==> config.mk <==
export PLATFORM = sky130hd
export DESIGN_NAME = trans_test_echo
export DESIGN_NICKNAME = d
export VERILOG_FILES = /design/src/rtl/trans_test_echo.sv
export SDC_FILE = /design/constraint.sdc
export NUM_CORES = 1
export LEC_CHECK = 0
export ABC_AREA = 1
export ABC_CLOCK_PERIOD_IN_PS = 3100
export BUFFER_PORTS_ARGS = -buffer_cell sky130_fd_sc_hd__buf_4
export CELL_PAD_IN_SITES_DETAIL_PLACEMENT = 1
export CELL_PAD_IN_SITES_GLOBAL_PLACEMENT = 1
export CORE_MARGIN = 4
export CORE_UTILIZATION = 40
export CTS_BUF_LIST = sky130_fd_sc_hd__clkbuf_2 sky130_fd_sc_hd__clkbuf_4 sky130_fd_sc_hd__clkbuf_8
export DETAILED_ROUTE_END_ITERATION = 6
export PLACE_DENSITY = 0.79
export SETUP_SLACK_MARGIN = 0.02
export SYNTH_ARGS = -nofsm -noshare
export SYNTH_HDL_FRONTEND = slang
export SYNTH_HIERARCHICAL = 1
export SYNTH_SLANG_ARGS = --single-unit
export TNS_END_PERCENT = 50
==> constraint.sdc <==
create_clock -name CLK -period 3.1 [get_ports CLK]
set_input_delay 0.155 -clock CLK [delete_from_list [all_inputs] [get_ports CLK]]
set_output_delay 0.155 -clock CLK [all_outputs]
set_load 0.05 [all_outputs]
==> src/rtl/trans_test_echo.sv <==
// AD-side loopback responder for the DE1 link test.
//
// Words arriving on the DE1 -> AD serial link are captured by spi_slave, XORed with ECHO_MASK
// and returned on the AD -> DE1 link through spi_master. One word is in flight at a time.
// Words whose return path stays busy for TIMEOUT_CYC cycles are dropped and counted.
//
// Serial frame (both links): SS low for the frame, 64 bits MSB first, SD stable across the
// SCK rising edge. After a frame the receiver acknowledges on SACK. spi_slave drives SACK high
// while it holds an unconsumed word; spi_master stays busy until it sees SACK high.
//
// trans_test_echo ports:
//   CLK, RESET_N                    clock, async active-low reset
//   SPI_RX_SS/SCK/SD, SPI_RX_SACK   DE1 -> AD link (into spi_slave)
//   SPI_TX_SS/SCK/SD, SPI_TX_SACK   AD -> DE1 link (out of spi_master)
//   WORD_CNT, DROP_CNT              echoed / dropped word counters (wrap)
//   LAST_WORD                       last word handed to the master, after masking
//   TIMEOUT                         sticky, set on the first dropped word

// Serial receiver: synchronises the link into CLK and presents one 64-bit word at a time.
module spi_slave (
  input  logic        clk_i,
  input  logic        rst_ni,
  input  logic        ss_i,
  input  logic        sck_i,
  input  logic        sd_i,
  output logic        sack_o,
  output logic [63:0] data_o,
  output logic        valid_o,
  input  logic        rd_i
);
  // [1] is the synchronised value, [2] the previous one for edge detection
  logic [2:0]  ss_q, sck_q;
  logic [1:0]  sd_q;
  logic [63:0] shift_q, shift_d, data_q, data_d;
  logic [6:0]  cnt_q, cnt_d;
  logic        valid_q, valid_d;
  logic        sck_rise, frame_start, frame_end;

  assign sck_rise    = sck_q[1] & ~sck_q[2];
  assign frame_start = ~ss_q[1] & ss_q[2];
  assign frame_end   = ss_q[1] & ~ss_q[2];

  always_comb begin
    shift_d = shift_q;
    cnt_d   = cnt_q;
    data_d  = data_q;
    valid_d = valid_q;
    if (rd_i) valid_d = 1'b0;
    if (frame_start) begin
      cnt_d = '0;
    end else if (!ss_q[1] && sck_rise) begin
      shift_d = {shift_q[62:0], sd_q[1]};
      if (cnt_q != 7'd64) cnt_d = cnt_q + 7'd1;
    end
    // Only complete frames are accepted; a frame arriving while full is lost
    if (frame_end && (cnt_q == 7'd64) && !valid_q) begin
      data_d  = shift_q;
      valid_d = 1'b1;
    end
  end

  always_ff @(posedge clk_i or negedge rst_ni) begin
    if (!rst_ni) begin
      ss_q    <= 3'b111;
      sck_q   <= '0;
      sd_q    <= '0;
      shift_q <= '0;
      cnt_q   <= '0;
      data_q  <= '0;
      valid_q <= 1'b0;
    end else begin
      ss_q    <= {ss_q[1:0], ss_i};
      sck_q   <= {sck_q[1:0], sck_i};
      sd_q    <= {sd_q[0], sd_i};
      shift_q <= shift_d;
      cnt_q   <= cnt_d;
      data_q  <= data_d;
      valid_q <= valid_d;
    end
  end

  assign data_o  = data_q;
  assign valid_o = valid_q;
  assign sack_o  = valid_q;
endmodule

// Serial transmitter: shifts one word out at CLK/2 and stays busy until acknowledged.
module spi_master (
  input  logic        clk_i,
  input  logic        rst_ni,
  input  logic [63:0] data_i,
  input  logic        wr_i,
  output logic        busy_o,
  output logic        ss_o,
  output logic        sck_o,
  output logic        sd_o,
  input  logic        sack_i
);
  typedef enum logic [1:0] {StIdle, StShift, StEnd, StWaitAck} state_e;

  state_e      state_q, state_d;
  logic [63:0] sh_q, sh_d;
  logic [5:0]  cnt_q, cnt_d;
  logic        phase_q, phase_d;
  logic        ss_q, ss_d, sck_q, sck_d, sd_q, sd_d;
  logic [1:0]  sack_q;

  always_comb begin
    state_d = state_q;
    sh_d    = sh_q;
    cnt_d   = cnt_q;
    phase_d = phase_q;
    ss_d    = ss_q;
    sck_d   = sck_q;
    sd_d    = sd_q;
    unique case (state_q)
      StIdle: begin
        if (wr_i) begin
          sh_d    = data_i;
          cnt_d   = '0;
          phase_d = 1'b0;
          ss_d    = 1'b0;
          state_d = StShift;
        end
      end
      StShift: begin
        if (!phase_q) begin
          sck_d   = 1'b0;
          sd_d    = sh_q[63];
          phase_d = 1'b1;
        end else begin
          sck_d   = 1'b1;
          sh_d    = {sh_q[62:0], 1'b0};
          phase_d = 1'b0;
          cnt_d   = cnt_q + 6'd1;
          if (cnt_q == 6'd63) state_d = StEnd;
        end
      end
      StEnd: begin
        sck_d   = 1'b0;
        ss_d    = 1'b1;
        state_d = StWaitAck;
      end
      StWaitAck: begin
        if (sack_q[1]) state_d = StIdle;
      end
      default: state_d = StIdle;
    endcase
  end

  always_ff @(posedge clk_i or negedge rst_ni) begin
    if (!rst_ni) begin
      state_q <= StIdle;
      sh_q    <= '0;
      cnt_q   <= '0;
      phase_q <= 1'b0;
      ss_q    <= 1'b1;
      sck_q   <= 1'b0;
      sd_q    <= 1'b0;
      sack_q  <= '0;
    end else begin
      state_q <= state_d;
      sh_q    <= sh_d;
      cnt_q   <= cnt_d;
      phase_q <= phase_d;
      ss_q    <= ss_d;
      sck_q   <= sck_d;
      sd_q    <= sd_d;
      sack_q  <= {sack_q[0], sack_i};
    end
  end

  assign busy_o = (state_q != StIdle);
  assign ss_o   = ss_q;
  assign sck_o  = sck_q;
  assign sd_o   = sd_q;
endmodule

module trans_test_echo #(
  parameter logic [63:0] ECHO_MASK   = 64'h0,
  parameter int unsigned TIMEOUT_CYC = 1024,
  parameter int unsigned CNT_W       = 32
) (
  input  logic             CLK,
  input  logic             RESET_N,
  input  logic             SPI_RX_SS,
  input  logic             SPI_RX_SCK,
  input  logic             SPI_RX_SD,
  output logic             SPI_RX_SACK,
  output logic             SPI_TX_SS,
  output logic             SPI_TX_SCK,
  output logic             SPI_TX_SD,
  input  logic             SPI_TX_SACK,
  output logic [CNT_W-1:0] WORD_CNT,
  output logic [CNT_W-1:0] DROP_CNT,
  output logic [63:0]      LAST_WORD,
  output logic             TIMEOUT
);
  typedef enum logic [2:0] {StIdle, StCapture, StAck, StWaitTx, StSend, StSettle} state_e;

  localparam logic [31:0] WaitLast = TIMEOUT_CYC - 32'd1;

  state_e            state_q, state_d;
  logic [63:0]       hold_q, hold_d, last_q, last_d;
  logic [31:0]       wait_q, wait_d;
  logic [CNT_W-1:0]  wcnt_q, wcnt_d, dcnt_q, dcnt_d;
  logic              to_q, to_d;

  logic              rx_valid, rx_rd, tx_wr, tx_busy;
  logic [63:0]       rx_data, tx_data;

  spi_slave u_slave (
    .clk_i   (CLK),
    .rst_ni  (RESET_N),
    .ss_i    (SPI_RX_SS),
    .sck_i   (SPI_RX_SCK),
    .sd_i    (SPI_RX_SD),
    .sack_o  (SPI_RX_SACK),
    .data_o  (rx_data),
    .valid_o (rx_valid),
    .rd_i    (rx_rd)
  );

  spi_master u_master (
    .clk_i  (CLK),
    .rst_ni (RESET_N),
    .data_i (tx_data),
    .wr_i   (tx_wr),
    .busy_o (tx_busy),
    .ss_o   (SPI_TX_SS),
    .sck_o  (SPI_TX_SCK),
    .sd_o   (SPI_TX_SD),
    .sack_i (SPI_TX_SACK)
  );

  // hold_q may be reloaded while the master is still busy with the previous word, so once
  // written the master sees last_q, which only changes on the next WR.
  assign tx_data = (state_q == StWaitTx) ? hold_q : last_q;

  always_comb begin
    state_d = state_q;
    hold_d  = hold_q;
    last_d  = last_q;
    wait_d  = wait_q;
    wcnt_d  = wcnt_q;
    dcnt_d  = dcnt_q;
    to_d    = to_q;
    rx_rd   = 1'b0;
    tx_wr   = 1'b0;
    unique case (state_q)
      StIdle: begin
        if (rx_valid) state_d = StCapture;
      end
      StCapture: begin
        hold_d  = rx_data ^ ECHO_MASK;
        rx_rd   = 1'b1;
        wait_d  = '0;
        state_d = StAck;
      end
      StAck: begin
        state_d = StWaitTx;
      end
      StWaitTx: begin
        if (!tx_busy) begin
          tx_wr   = 1'b1;
          last_d  = hold_q;
          state_d = StSend;
        end else if ((TIMEOUT_CYC != 0) && (wait_q == WaitLast)) begin
          to_d    = 1'b1;
          dcnt_d  = dcnt_q + CNT_W'(1'b1);
          state_d = StIdle;
        end else begin
          wait_d = wait_q + 32'd1;
        end
      end
      StSend: begin
        state_d = StSettle;
      end
      // Extra cycle so a stale BUSY = 0 is not sampled before the master reacts to WR
      StSettle: begin
        wcnt_d  = wcnt_q + CNT_W'(1'b1);
        state_d = StIdle;
      end
      default: state_d = StIdle;
    endcase
  end

  always_ff @(posedge CLK or negedge RESET_N) begin
    if (!RESET_N) begin
      state_q <= StIdle;
      hold_q  <= '0;
      last_q  <= '0;
      wait_q  <= '0;
      wcnt_q  <= '0;
      dcnt_q  <= '0;
      to_q    <= 1'b0;
    end else begin
      state_q <= state_d;
      hold_q  <= hold_d;
      last_q  <= last_d;
      wait_q  <= wait_d;
      wcnt_q  <= wcnt_d;
      dcnt_q  <= dcnt_d;
      to_q    <= to_d;
    end
  end

  assign WORD_CNT  = wcnt_q;
  assign DROP_CNT  = dcnt_q;
  assign LAST_WORD = last_q;
  assign TIMEOUT   = to_q;
endmodule

After elaboration in Yosys (flattened, before gate mapping):

Index checks and enable logic that the tools add are counted.

* register bits: 450
* input bits: 6
* output and inout bits: 133
* word-level logic and storage cells: 115

* add/subtract/negate cells: 5
* eq/ne operators: 20
* mux-type cells: 33
* bitwise gates (word level): 9
* reduce and logical (&&, ||, !) cells: 26

Operator list (number)
* $mux W64: 3
* $pmux W64 S2: 1
* $add A32 B1 Y32 const B: 3
* $mux W32: 2
* $pmux W32 S2: 1
* $eq A32 B10 Y1 const B: 1
* $mux W7: 3
* $reduce_bool A2 Y1: 8
* $pmux W3 S5: 1
* $reduce_and A2 Y1: 7
* $mux W6: 2
* $pmux W6 S2: 1
* $mux W3: 3
* $reduce_and A3 Y1: 3
* $mux W1: 8
* $mux W2: 4
* $ne A2 B1 Y1 const B: 4
* $pmux W2 S4: 1
* $add A7 B1 Y7 const B: 1
* $eq A7 B7 Y1 const B: 1
* $ne A7 B7 Y1 const B: 1
* $add A6 B1 Y6 const B: 1
* $eq A3 B2 Y1 const B: 2
* $eq A3 B3 Y1 const B: 2
* other kinds (14): 29

Logic depth before layout (Yosys ltp):

* word-level depth: 5
* mapped depth: 12
* gate-level depth less buffers: 11

By module:

The synthesis kept the hierarchy.

By module, submodules not included
* trans_test_echo: times used 1, cells each 1541, area each 11599.9 sq um, seq. area each 5705.5 sq um
* spi_slave: times used 1, cells each 558, area each 5726.7 sq um, seq. area each 3607.2 sq um
* spi_master: times used 1, cells each 433, area each 3779.9 sq um, seq. area each 1953.1 sq um

Worst setup path before layout:

No wires, ideal clock.

* kind: register -> register
* from: register dcnt_q[0] (netlist: DROP_CNT[0])
* to: register dcnt_q[30] (netlist: DROP_CNT[30])
* setup time: 0.118 ns
* arrival time: 1.852 ns
* data required time: 2.982 ns
* path slack: 1.130 ns
* stages on the path, launching flop included: 11
* buffers on the path: 0
* clock period less this slack: 1.970 ns
* cells stage by stage: dfrtp_1 > ha_1 > nand3_1 > nor2_1 > nand3_1 > inv_1 > nand2_1 > nand2_1 > nand2_1 > nand2_1 > nand2_1

* cells in the longest elaborated chain, start to end: 1

Ends and longest elaborated chain
* start: declaration: RTL line 206 `logic [CNT_W-1:0] wcnt_q, wcnt_d, dcnt_q, dcnt_d;`
* start signal: assignment: RTL line 303 `dcnt_q <= dcnt_d;`
* $add A32 B1 Y32: RTL line 270 `dcnt_d = dcnt_q + CNT_W'(1'b1);`

No other way between the ends.
A chain may end at the register's enable or synchronous reset.

Worst setup path in the final report:

* from: register u_master.state_q[0]
* to: register u_master.sh_q[19]

* cells in the longest elaborated chain, start to end: 5
* elaborated cells between the ends (all ways): 10
* those cells by class: 3 x eq/ne; 3 x mux; 4 x reduce/logical

Ends and longest elaborated chain
* start: declaration: RTL line 101 `state_e state_q, state_d;`
* start signal: assignment: RTL line 153 `state_q <= StIdle;`
* start signal: assignment: RTL line 162 `state_q <= state_d;`
* $reduce_bool A2 Y1: RTL line 173 `assign busy_o = (state_q != StIdle);`
* named net tx_busy: RTL line 209 `logic rx_valid, rx_rd, tx_wr, tx_busy;`
* $mux W1: RTL line 264 `if (!tx_busy) begin`
* $mux W1: RTL line 250 `unique case (state_q)`
* named net tx_wr: RTL line 209
* $ne A2 B2 Y1 (no line)
* $reduce_and A3 Y1 (no line)
* end signal: assignment: RTL line 154 `sh_q <= '0;`
* end signal: assignment: RTL line 163 `sh_q <= sh_d;`
* end: declaration: RTL line 102 `logic [63:0] sh_q, sh_d;`

The timed path passes the listed nets, and every way through them passes these cells.

==> metrics <==
P_leak 11.0 nW; fin crit share 77.8%; # rows 83; Root Driver clkbuf_8; TritonCTS Sinks 450; Tot Pwr 12.1 mW; fillers 6183; part of the power in registers 49.1%; post-layout minimum cycle time 2410 ps; switching power 2.74 mW; yosys warns 6; Hold WS 142 ps; area share of the largest cell type after synthesis 52.9%; Avg Cell Area, Syn 8.34 um2; 1st-iter DRT viols 885; Synth top cells by count 793 x nand2_1, 446 x dfrtp_1, 290 x inv_1, 267 x o21ai_0, 138 x nor2_1; Clock Pin Slew Worst Setup and Hold Paths 60 ps; IO Pins 139; top post-synthesis cells by area dfrtp_1 53%, nand2_1 14%, o21ai_0 6.3%; switch share 22.6%; worst-skew pair later-pin latency 640 ps; grt met2 use 34.4%; prevailing post-synth register cell dfrtp_1; Via density 5.09; gr usage total 20.2%; depth of the CTS H-tree 3; post-CTS setup buffer count 0; Worst EP required 3660 ps; hold buffer count at cts 5; critical path fanouts, max 22; placed cells 3259; endpoints failing setup 0; routability cong. 0.900; Seq cells post-synth 450; unique cell type count in the Yosys netlist 39; VDD IR-drop max 0.000341 V; setup TNS 0 ps; measured slew at the worst slew-check pin 778 ps; Final nets 2682; remaining global-route overflow 0; drt first pass iters 6; Syn-to-layout area delta 16.0%; initial antenna violation count 2; Clk pwr share 49.1%; mean routed wirelength per cell 16.7 um; RSZ-0062 raised after global routing no; vias 17400; Mapped Cells 2532; Starting Density 40.7%; ANT nets after route 0; Synth Net Count 2549; Post-synth EDFFs 0; total CTS buffers 79; post_cts resized 0; fraction of layout cells with a size suffix above 1 15.1%; utilization after layout 47.3%; status finished, final reports clean; Max Cap Violations 0; Final Hold Vio Count 0; GR peak layer met2; register area share after synthesis 53.4%; slew margin rel. 48.1%; area leader, netlist dfrtp_1; CP Capture Type register; Int Power 9.36 mW; vias in the first global route 18800; global-route wire length before repair 95600 um; chip height 238 um; Mapped Area 21100 um2; PortBufs 138; WP data arrival 2970 ps; Max Freq 0.415 GHz; post-route clock skew 38.4 ps; Post-synth ARST share 100%; pin count of the biggest net entering global routing 138; Slew Limit Fails 0; Final HPWL DP 37600 um; crit path kind reg -> reg; DIE AREA 56500 um2; Core ar. 51800 um2; Post-Route WL 56800 um; Die X 238 um; CP startpoint kind register; P per Cell Area 494 nW/um2; # DRC 0; Gate power share 1.8%; TritonCTS clock tree built; HP Class in -> async; met3 usage 3.74%; Global Route met1 Usage 26.3%; cell with the most instances after synthesis nand2_1; clock buffer depth 3; final std cells w/o fill 3410
metal layers:
metal,up-vias,wire (um)
li1,8310,-
met1,8698,25500
met4,0,1280
met3,98,2230
met2,259,27900
met5,-,0
through the flow:
step	instance area [um2]	setup WS, ps
after detailed placement	22700	672
final	24500	689
after floorplan	21100	1130
after global routing	24500	480
after global placement	22700	848
after CTS	24500	657
sequential cells by signal, summed over array words and instances (netlist names), 2 cells and up:
register and cells:
u_slave/sck_q 3, u_slave/data_o 64, state_q 3, hold_q 64
u_slave/cnt_q 7, u_master/sack_q 2, u_slave/ss_q 3, WORD_CNT 32
DROP_CNT 32, wait_q 32, LAST_WORD 64, u_master/sh_q 64
u_master/cnt_q 6, u_slave/sd_q 2, u_slave/shift_q 64, u_master/state_q 2
final timing paths:
check / startpoint / end / cells after the start / slack [ps]
worst max-delay path: u_master/state_q[0] / u_master/sh_q[19] / 11 / 690
worst max register to register: u_master/state_q[0] / u_master/sh_q[19] / 11 / 690
worst min-delay path: RESET_N / DROP_CNT[2] / 2 / 140
worst min register to register: u_slave/ss_q[0] / u_slave/ss_q[1] / 0 / 350
max in group asynchronous: RESET_N / u_master/sh_q[45] / 3 / 2000
min in group CLK: SPI_RX_SS / u_slave/ss_q[0] / 2 / 170
worst max-delay path, stage by stage, from the launching register on:
cell,delay (ps)
dfrtp_1,430
inv_1,140
ha_1,210
inv_1,90
nor2_2,180
inv_1,60
nand2_1,100
nand2_2,100
nor2_4,370
buf_4,340
o211ai_1,160
o21ai_1,140
final cells by class:
class | count | area (um2) | share of cell area [%]
Sequential cell | 450 | 11300 | 46.0
Multi-Input combinational cell | 1665 | 8060 | 32.9
Clock buffer | 131 | 1620 | 6.62
Timing Repair Buffer | 168 | 1430 | 5.85
Inverter | 301 | 1130 | 4.62
Tap cell | 680 | 851 | 3.47
Clock inverter | 14 | 120 | 0.491
Antenna cell | 1 | 2.50 | 0.0102
cells by family (layout without fill, tap and decap cells):
family / count (synthesis) / after routing / synth area share [%]
AOI/OAI and AO/OA: 487 / 487 / 13.2
xor gates and xnor gates: 62 / 62 / 2.57
adders and majority gates: 11 / 11 / 0.652
buffers and inverters: 417 / 614 / 8.63
DFF: 450 / 450 / 53.4
other: 0 / 1 / 0
and+or+nand+nor: 1105 / 1105 / 21.6
cell usage in the layout (no fill, tap or decap), drive strengths merged:
cell         synthesis  final
dlygate4sd3          0      5
nor3b                1      1
a21oi                2      2
nand4               16     16
bufinv               0      1
nor4                 2      2
buf                 71    163
clkinvlp             0      1
clkbuf              45    131
diode                0      1
nand3b              12     12
nor2               151    151
o21ai              421    421
clkinv               0      9
nand3               90     90
xor2                41     41
o211ai              61     61
o21bai               1      1
a22o                 1      1
dfstp                4      4
xnor2               21     21
nor3                24     24
o31ai                1      1
dfrtp              446    446
nand2              802    802
or2                  4      4
ha                  11     11
and2                 3      3
inv                301    304
power by group through the flow:
stage          clock (mW)  sequential (mW)  combinational (mW)
3_5_place_dp            0             6.04               0.230
2_1_floorplan           0             6.03              0.0636
6_report             5.94             5.94               0.222
3_3_place_gp            0             6.04               0.221
4_1_cts              6.11             5.94               0.236
5_1_grt              6.37             5.94               0.265
(Power assumes the default switching activity.)
